**config.mk**
```make
export PLATFORM = sky130hd
export DESIGN_NAME = nmi_rr_arbiter_flat
export DESIGN_NICKNAME = d
export VERILOG_FILES = /design/src/rtl/nmi_arb_pkg.sv /design/src/rtl/nmi_rr_arbiter_if.sv /design/src/rtl/nmi_rr_pick.sv /design/src/rtl/nmi_rr_arbiter.sv /design/src/flat_wrapper.sv
export SDC_FILE = /design/constraint.sdc
export NUM_CORES = 1
export LEC_CHECK = 0
export ABC_AREA = 1
export BUFFER_PORTS_ARGS = -buffer_cell sky130_fd_sc_hd__buf_2
export CAP_MARGIN = 20
export CORE_AREA = 2 2 109 111
export CTS_CLUSTER_DIAMETER = 150
export DETAILED_ROUTE_END_ITERATION = 6
export DIE_AREA = 0 0 111 113
export PLACE_DENSITY = 0.66
export SKIP_LAST_GASP = 1
export SLEW_MARGIN = 25
export SYNTH_ARGS = -nofsm -noshare
export SYNTH_HDL_FRONTEND = slang
export SYNTH_HIERARCHICAL = 1
export SYNTH_SLANG_ARGS = --single-unit
```
**constraint.sdc**
```tcl
create_clock -name clk_i -period 1.7 [get_ports clk_i]
set_input_delay 0.425 -clock clk_i [delete_from_list [all_inputs] [get_ports clk_i]]
set_output_delay 0.425 -clock clk_i [all_outputs]
set_load 0.05 [all_outputs]
```
**src/rtl/nmi_arb_pkg.sv**
```systemverilog
// Shared types and constants for the NMI arbiters: bus widths, FSM state, default error data.
package nmi_arb_pkg;

  localparam int NMI_AW = 32;
  localparam int NMI_DW = 32;
  localparam int NMI_SW = 4;

  localparam logic [NMI_DW-1:0] ERR_RDATA_DEFAULT = 32'hDEAD_BEEF;

  typedef enum logic [1:0] {
    IDLE = 2'd0,
    BUSY = 2'd1,
    ERR  = 2'd2
  } arb_state_e;

endpackage

```
**src/rtl/nmi_rr_arbiter_if.sv**
```systemverilog
// NMI arbiter bundle: N master request ports, the shared slave port, and debug outputs.
// The slave modport is the arbiter's view; the master modport is the surrounding system's view.
interface nmi_rr_arbiter_if
  import nmi_arb_pkg::*;
#(
  parameter int N_MST = 2
) ();

  logic [N_MST-1:0]        m_valid_i;
  logic [N_MST*NMI_AW-1:0] m_addr_i;
  logic [N_MST*NMI_DW-1:0] m_wdata_i;
  logic [N_MST*NMI_SW-1:0] m_wstrb_i;
  logic [NMI_DW-1:0]       m_rdata_o;
  logic [N_MST-1:0]        m_ready_o;

  logic                    s_valid_o;
  logic [NMI_AW-1:0]       s_addr_o;
  logic [NMI_DW-1:0]       s_wdata_o;
  logic [NMI_SW-1:0]       s_wstrb_o;
  logic [NMI_DW-1:0]       s_rdata_i;
  logic                    s_ready_i;

  logic [N_MST-1:0]        gnt_o;
  logic                    timeout_o;

  modport slave (
    input  m_valid_i, m_addr_i, m_wdata_i, m_wstrb_i, s_rdata_i, s_ready_i,
    output m_rdata_o, m_ready_o, s_valid_o, s_addr_o, s_wdata_o, s_wstrb_o,
           gnt_o, timeout_o
  );

  modport master (
    output m_valid_i, m_addr_i, m_wdata_i, m_wstrb_i, s_rdata_i, s_ready_i,
    input  m_rdata_o, m_ready_o, s_valid_o, s_addr_o, s_wdata_o, s_wstrb_o,
           gnt_o, timeout_o
  );

endinterface

```
**src/rtl/nmi_rr_pick.sv**
```systemverilog
// Combinational round-robin pick: first set request at or after ptr_i, wrapping modulo N_MST.
module nmi_rr_pick #(
  parameter int N_MST = 2,
  parameter int IW    = $clog2(N_MST)
) (
  input  logic [N_MST-1:0] req_i,
  input  logic [IW-1:0]    ptr_i,
  output logic [N_MST-1:0] gnt_o,
  output logic [IW-1:0]    idx_o,
  output logic             any_o
);

  localparam logic [IW:0] N_W = (IW+1)'(N_MST);

  logic [2*N_MST-1:0] dbl;
  logic [N_MST-1:0]   rot;
  logic [IW-1:0]      off;
  logic [IW:0]        sum;
  logic               found;

  // Rotate so the pointer position lands at bit 0; the first set bit is then the offset.
  always_comb begin
    dbl   = {req_i, req_i} >> ptr_i;
    rot   = dbl[N_MST-1:0];
    off   = '0;
    found = 1'b0;
    for (int k = 0; k < N_MST; k++) begin
      if (!found && rot[k]) begin
        found = 1'b1;
        off   = IW'(k);
      end
    end
    sum = {1'b0, ptr_i} + {1'b0, off};
    if (sum >= N_W) begin
      sum = sum - N_W;
    end
    idx_o = sum[IW-1:0];
    any_o = |req_i;
    gnt_o = any_o ? (N_MST'(1) << idx_o) : '0;
  end

endmodule

```
**src/rtl/nmi_rr_arbiter.sv**
```systemverilog
// Round-robin arbiter sharing one NMI slave among N_MST masters, grant held until slave ready,
// with a watchdog that completes hung transactions with an error response.
module nmi_rr_arbiter
  import nmi_arb_pkg::*;
#(
  parameter int               N_MST     = 2,
  parameter logic [15:0]      TIMEOUT   = 16'd1024,
  parameter logic [NMI_DW-1:0] ERR_RDATA = ERR_RDATA_DEFAULT
) (
  input logic             clk_i,
  input logic             rst_i,
  nmi_rr_arbiter_if.slave bus
);

  localparam int            IW       = $clog2(N_MST);
  localparam logic [IW-1:0] LAST_IDX = IW'(N_MST-1);

  arb_state_e       state_q;
  logic [N_MST-1:0] gnt_q;
  logic [IW-1:0]    idx_q;
  logic [IW-1:0]    rr_ptr_q;
  logic [15:0]      wdog_q;

  logic [IW-1:0]    rr_ptr_d;
  logic [15:0]      wdog_d;
  logic [N_MST-1:0] pick_gnt;
  logic [IW-1:0]    pick_idx;
  logic             pick_any;
  logic             owner_valid;
  logic             in_busy;
  logic             in_err;
  logic             complete;
  logic             expire;

  nmi_rr_pick #(
    .N_MST (N_MST),
    .IW    (IW)
  ) u_pick (
    .req_i (bus.m_valid_i),
    .ptr_i (rr_ptr_q),
    .gnt_o (pick_gnt),
    .idx_o (pick_idx),
    .any_o (pick_any)
  );

  // A granted master dropping valid is an abort; it outranks both completion and timeout.
  assign owner_valid = |(bus.m_valid_i & gnt_q);
  assign in_busy     = (state_q == BUSY);
  assign in_err      = (state_q == ERR);
  assign complete    = in_busy && owner_valid && bus.s_ready_i;
  assign expire      = in_busy && owner_valid && !bus.s_ready_i &&
                       (TIMEOUT != 16'd0) && (wdog_q == TIMEOUT - 16'd1);
  assign rr_ptr_d    = (idx_q == LAST_IDX) ? '0 : idx_q + IW'(1);
  assign wdog_d      = wdog_q + 16'd1;

  always_ff @(posedge clk_i or posedge rst_i) begin
    if (rst_i) begin
      state_q  <= IDLE;
      gnt_q    <= '0;
      idx_q    <= '0;
      rr_ptr_q <= '0;
      wdog_q   <= '0;
    end else begin
      case (state_q)
        IDLE: begin
          wdog_q <= '0;
          if (pick_any) begin
            gnt_q   <= pick_gnt;
            idx_q   <= pick_idx;
            state_q <= BUSY;
          end
        end
        BUSY: begin
          if (!owner_valid) begin
            state_q <= IDLE;
            gnt_q   <= '0;
            wdog_q  <= '0;
          end else if (complete) begin
            state_q  <= IDLE;
            gnt_q    <= '0;
            rr_ptr_q <= rr_ptr_d;
            wdog_q   <= '0;
          end else if (expire) begin
            state_q <= ERR;
            wdog_q  <= '0;
          end else begin
            wdog_q <= wdog_d;
          end
        end
        ERR: begin
          state_q  <= IDLE;
          gnt_q    <= '0;
          rr_ptr_q <= rr_ptr_d;
        end
        default: begin
          state_q <= IDLE;
          gnt_q   <= '0;
          wdog_q  <= '0;
        end
      endcase
    end
  end

  // Request mux is AND-OR on the one-hot grant, so no grant means an all-zero bus.
  logic [NMI_AW-1:0] s_addr;
  logic [NMI_DW-1:0] s_wdata;
  logic [NMI_SW-1:0] s_wstrb;

  always_comb begin
    s_addr  = '0;
    s_wdata = '0;
    s_wstrb = '0;
    for (int i = 0; i < N_MST; i++) begin
      s_addr  = s_addr  | (bus.m_addr_i [i*NMI_AW +: NMI_AW] & {NMI_AW{gnt_q[i]}});
      s_wdata = s_wdata | (bus.m_wdata_i[i*NMI_DW +: NMI_DW] & {NMI_DW{gnt_q[i]}});
      s_wstrb = s_wstrb | (bus.m_wstrb_i[i*NMI_SW +: NMI_SW] & {NMI_SW{gnt_q[i]}});
    end
  end

  assign bus.s_valid_o = in_busy && owner_valid;
  assign bus.s_addr_o  = s_addr;
  assign bus.s_wdata_o = s_wdata;
  assign bus.s_wstrb_o = s_wstrb;
  assign bus.m_ready_o = (complete || in_err) ? gnt_q : '0;
  assign bus.m_rdata_o = in_err ? ERR_RDATA : bus.s_rdata_i;
  assign bus.gnt_o     = gnt_q;
  assign bus.timeout_o = in_err;

endmodule

```
**src/flat_wrapper.sv**
```systemverilog
// flat-port wrapper written by rule: the top's interface ports become plain ports
module nmi_rr_arbiter_flat import nmi_arb_pkg::*;
#(
  parameter int               N_MST     = 2,
  parameter logic [15:0]      TIMEOUT   = 16'd1024,
  parameter logic [NMI_DW-1:0] ERR_RDATA = ERR_RDATA_DEFAULT
)
  (clk_i, rst_i, bus_m_valid_i, bus_m_addr_i, bus_m_wdata_i, bus_m_wstrb_i, bus_s_rdata_i, bus_s_ready_i, bus_m_rdata_o, bus_m_ready_o, bus_s_valid_o, bus_s_addr_o, bus_s_wdata_o, bus_s_wstrb_o, bus_gnt_o, bus_timeout_o);
  nmi_rr_arbiter_if #(.N_MST(N_MST)) bus_i ();
  input logic clk_i;
  input logic rst_i;
  input wire logic [$bits(bus_i.m_valid_i)-1:0] bus_m_valid_i;
  input wire logic [$bits(bus_i.m_addr_i)-1:0] bus_m_addr_i;
  input wire logic [$bits(bus_i.m_wdata_i)-1:0] bus_m_wdata_i;
  input wire logic [$bits(bus_i.m_wstrb_i)-1:0] bus_m_wstrb_i;
  input wire logic [$bits(bus_i.s_rdata_i)-1:0] bus_s_rdata_i;
  input wire logic [$bits(bus_i.s_ready_i)-1:0] bus_s_ready_i;
  output wire logic [$bits(bus_i.m_rdata_o)-1:0] bus_m_rdata_o;
  output wire logic [$bits(bus_i.m_ready_o)-1:0] bus_m_ready_o;
  output wire logic [$bits(bus_i.s_valid_o)-1:0] bus_s_valid_o;
  output wire logic [$bits(bus_i.s_addr_o)-1:0] bus_s_addr_o;
  output wire logic [$bits(bus_i.s_wdata_o)-1:0] bus_s_wdata_o;
  output wire logic [$bits(bus_i.s_wstrb_o)-1:0] bus_s_wstrb_o;
  output wire logic [$bits(bus_i.gnt_o)-1:0] bus_gnt_o;
  output wire logic [$bits(bus_i.timeout_o)-1:0] bus_timeout_o;
  assign bus_i.m_valid_i = bus_m_valid_i;
  assign bus_i.m_addr_i = bus_m_addr_i;
  assign bus_i.m_wdata_i = bus_m_wdata_i;
  assign bus_i.m_wstrb_i = bus_m_wstrb_i;
  assign bus_i.s_rdata_i = bus_s_rdata_i;
  assign bus_i.s_ready_i = bus_s_ready_i;
  assign bus_m_rdata_o = bus_i.m_rdata_o;
  assign bus_m_ready_o = bus_i.m_ready_o;
  assign bus_s_valid_o = bus_i.s_valid_o;
  assign bus_s_addr_o = bus_i.s_addr_o;
  assign bus_s_wdata_o = bus_i.s_wdata_o;
  assign bus_s_wstrb_o = bus_i.s_wstrb_o;
  assign bus_gnt_o = bus_i.gnt_o;
  assign bus_timeout_o = bus_i.timeout_o;
  nmi_rr_arbiter #(.N_MST(N_MST), .TIMEOUT(TIMEOUT), .ERR_RDATA(ERR_RDATA)) u_core (.clk_i(clk_i), .rst_i(rst_i), .bus(bus_i));
endmodule
```
Yosys cells after proc, flatten, opt, wreduce, memory -nomap -nowiden:

Cells that the tools add are included.

* word-level logic and storage cells: 68
* input port bits: 173
* register bits: 22

* reductions and logical operators: 16
* order comparisons: 1
* equality and inequality tests: 8
* multiplexer cells: 22
* bitwise operators: 10
* shifts and indexed selects: 2
* add/subtract/negate cells: 4

Operators by type and width (number)
* $and 32x32->32: 4
* $or 32x32->32: 2
* $mux 16: 3
* $mux 32: 1
* $pmux 16 s2: 1
* $add 16x1->16 const B: 1
* $eq 16x10->1 const B: 1
* $mux 2: 8
* $and 4x4->4: 2
* $pmux 2 s2: 2
* $mux 1: 6
* $reduce_and 2->1: 3
* $logic_and 1x1->1: 5
* $ne 2x1->1 const B: 2
* $ne 4x4->1 const B: 1
* $or 4x4->4: 1
* $reduce_or 2->1: 2
* $shr 4x1->2: 1
* $ne 3x3->1 const B: 1
* $reduce_and 3->1: 1
* $add 1x1->2: 1
* $and 2x2->2: 1
* $eq 2x1->1 const B: 1
* $eq 2x2->1 const B: 1
* 10 further kinds: 11

Logic depth before layout (Yosys ltp):

* depth in word-level cells: 11
* mapped depth: 10

Cells and area by module:

The synthesis kept the hierarchy.

By module, submodules not included
* nmi_rr_arbiter: instances 1, area an instance 2162.1 sq um, cells each 297, sequential area each 550.5 sq um
* nmi_rr_pick: instances 1, area an instance 37.5 sq um, cells each 9, sequential area each 0.0 sq um

Worst setup path before layout:

Ideal clock, no wire load.

* path type: flip-flop to output port
* start point: register u_core.state_q[0]
* end point: output port bus_m_ready_o[0]
* arrival time: 2.088 ns
* slack: -0.813 ns
* buffers on the path: 0
* cell stages (with the launch flop): 5
* required time: 1.275 ns
* path through: dfrtp_1 inv_1 ha_1 inv_1 a21oi_1

* elaborated cells on any way between the ends: 6

RTL lines
* start: declaration: RTL line nmi_rr_arbiter.sv:18 `arb_state_e state_q;`
* start signal: assignment: RTL line nmi_rr_arbiter.sv:58 `state_q <= IDLE;`
* start signal: assignment: RTL line nmi_rr_arbiter.sv:70 `state_q <= BUSY;`
* start signal: assignment: RTL line nmi_rr_arbiter.sv:75 `state_q <= IDLE;`
* $eq 2x2->1: RTL line nmi_rr_arbiter.sv:49 `assign in_err = (state_q == ERR);`
* via bus_timeout_o: RTL line flat_wrapper.sv:25 `output wire logic [$bits(bus_i.timeout_o)-1:0] bus_timeout_o;`
* $logic_or 1x1->1: RTL line nmi_rr_arbiter.sv:124 `assign bus.m_ready_o = (complete || in_err) ? gnt_q : '0;`
* $mux 2: RTL line nmi_rr_arbiter.sv:124
* end: declaration: RTL line flat_wrapper.sv:19 `output wire logic [$bits(bus_i.m_ready_o)-1:0] bus_m_ready_o;`

The timed path passes the listed nets, and every way through them passes these cells.

Worst setup path after layout:

* start point: register u_core.state_q[1]
* end point: output port bus_m_rdata_o[25]

* longest elaborated chain between the ends: 2

RTL lines
* $eq 2x2->1: RTL line nmi_rr_arbiter.sv:49
* $mux 32: RTL line nmi_rr_arbiter.sv:125 `assign bus.m_rdata_o = in_err ? ERR_RDATA : bus.s_rdata_i;`
* end: declaration: RTL line flat_wrapper.sv:18 `output wire logic [$bits(bus_i.m_rdata_o)-1:0] bus_m_rdata_o;`

Every way passes these cells.

==> run summary <==
Async SR Flop Fraction: 100.0%
CP Capture Type: primary output
CP Data Required Time: 1.27 ns
WHS: 0.1950 ns
Nets: 785
CTS root buf: clkbuf_16
Final Hold Viols: 0
Critical Path Fanout Max: 7
Post-synthesis mux area share: 0%
Post-synthesis xor/xnor area fraction: 1.991%
Max incr delay on CP: 0.42 ns
Post-DRT Antenna Nets: 0
Pre-CTS setup slack: -0.09381 ns
Synth top area share: 27.08%
Final setup violating endpoints: 104
Post-synthesis compound-gate area fraction: 32.59%
Htree depth: 1
FMAX: 518.5 MHz
DRT iter0 DRCs: 292
RSZ-0062 raised after global routing: yes
Grt ovf: 0
Port Buffers: 278
Synthesized area: 2200 sq um
GPL Wtd Cong: 0.8244
Unique masters post-synth: 25
Vias in the first global route: 3250
Placed Area: 4183 sq um
Seq/Total Area, Yosys: 25.03%
Failing checks: setup timing
Post-synthesis adder-cell area fraction: 2.275%
Dpl hpwl: 9.295 mm
Skew-Pair Late Insertion Delay: 0.25 ns
Initial antenna violation count: 1
Final instance area: 5550 sq um
PD cells: 1599 nW/um^2
Layout cells sized above 1: 74.30%
Most frequent cell after synthesis: a22o_1
Critical path's slowest cell: dfrtp_1
Num CTS Buffers: 3
Die area: 12540 sq um
Site Rows: 39
Cell count after synthesis: 306
DRT Pass-1 Iters: 4
Number of synthesized flops with an enable pin: 0
Synth warnings: 6
DIE HEIGHT: 113 microns
# fillers: 1026
Pwr Total: 8.875 mW
Via count: 3374
Vias/cell: 4.493
Yosys top cell by area: a22o_1
Multi-input gate area: 1884 sq um
Largest net degree at the start of global routing: 31
Max Slew Vio Count: 0
Worst slew pin tran: 0.2842 ns
Status: complete, but fails checks
Leak pwr: 2.874 nW
Synthesis-stage register bit count: 22
Period utilization: 113.5%
Kind of critical path: reg2out
Syn-to-layout area delta: 152.3%
CP cell instances: ha_4 -> buf_6 -> buf_6 -> or2_4 -> buf_8
Most frequent CP cell: buf_6
CTS Buffer Depth: 2
Prevailing post-synth register cell: dfrtp_1
Starting Density: 19.51%
Max IR drop VDD: 0.001278 V
Routed WL: 12.98 mm
Final Skew: 0.001477 ns
Crit path DAT: 1.50 ns
Worst hold path type: in2async
Die Wd: 111 microns
Final min period: 1.929 ns
Core box area: 11270 sq um
Total I/O pin count: 279
Slew headroom: 81.05%
Reg area: 553.0 sq um
Synth Area per Inst: 7.188 sq um
Overall Global Routing Usage: 18.31%
Main combinational cell family by area after synthesis: compound AO/OA/AOI/OAI gates
CP startpoint kind: flop
Hold-fix buffers at CTS: 0
Drt wl/cell: 17.29 microns
Syn Nets: 483
Reg clk slew, reported paths: 0.06 ns
Post-synth top cells: a22o_1, inv_1, nand2_1
Final core utilization: 49.24%
Post-route setup slack: -0.2288 ns
CTS Sinks: 22
MaxCap Viol Count: 0
CTS tree: built
Area contributors post-synth: a22o_1, dfrtp_1, inv_1
Post-route DRC: 0
First-pass GRT wire length: 18.41 mm
Simple-gate share of the synthesized area: 26.79%
-- layer usage --
metal	vias up	global-route usage [%]	share of wire (%)
li1	1658	-	-
met1	1577	22.51	39
met2	123	32.64	53
met3	16	3.428	5.5
met4	0	5.500	2.9
met5	-	0	0
-- per-stage QoR --
stage                     std cells  TNS, ns
after floorplan                 306   -2.772
after global placement          726  -0.3546
after detailed placement        726  -0.5916
after CTS                       744   -17.11
after global routing            751   -17.83
final                           751   -13.36
-- registers in the layout (all words and copies together) (netlist names) --
signal	cells
u_core/idx_q	1
u_core/bus.gnt_o	2
u_core/wdog_q	16
u_core/state_q	2
u_core/rr_ptr_q	1
-- kinds of logic after synthesis --
logic type | after synthesis
AO/OA/AOI/OAI | 91
XOR/XNOR | 5
adder cells (fa/ha/maj) | 4
buffers and inverters | 63
flip-flops | 22
AND/OR/NAND/NOR | 121
-- critical path, delay by kind of cell (launching register included) --
family	cells	cell delay, ns
buf+inv	3	0.39
flops	1	0.42
fa+ha+maj	1	0.21
simple gates	1	0.22
-- final cells by class --
type                       count  area share (%)
antenna                        1         0.04509
tap                          143           3.224
sequential                    22           9.964
timing repair buffer         317           48.22
multi-input combinational    221           33.95
clock buffer                   4           1.601
inverter                      43           2.998
-- cells in the final DEF, fill, tap and decap left out, types with 3 or more instances in the layout --
cell,n
nand3_1,9
buf_4,21
ha_4,3
nand4_1,3
a22o_2,46
buf_12,8
inv_2,3
or2_4,23
buf_16,4
clkbuf_16,5
a22o_4,22
buf_8,28
nor2_4,12
xor2_1,5
o21ai_0,6
buf_2,173
buf_6,81
a21oi_1,9
nor2_1,21
inv_1,38
o21ai_1,3
dfrtp_1,20
nand2_2,4
nor3_2,3
nand2_1,37
-- repair_timing --
action / in CTS / in global routing
gates cloned: 4 / 2
buffers inserted: 10 / 6
gates resized for setup: 217 / 78
endpoints found under the setup margin: 105 / 113
pin swaps: 3 / 21
-- final timing paths --
check	from	endpoint	slack, ns	depth (start not counted)
worst min-delay path	rst_i	u_core/wdog_q[6]	0.19	3
worst min register to register	u_core/idx_q	u_core/rr_ptr_q	0.46	1
min in group clk_i	u_core/idx_q	u_core/rr_ptr_q	0.46	1
worst max register to register	u_core/state_q[1]	u_core/wdog_q[14]	0.07	9
max in group asynchronous	rst_i	u_core/bus.gnt_o[0]	1.26	3
worst max-delay path	u_core/state_q[1]	bus_m_rdata_o[25]	-0.23	5
-- report_power, final --
part           switching [mW]  internal [mW]  total [mW]  leakage (nW)
Combinational            4.44           3.23        7.67          2.53
Sequential             0.0596          0.593       0.653         0.296
Clock                   0.190          0.359       0.549        0.0442
Power figures use the tool's default switching activity.
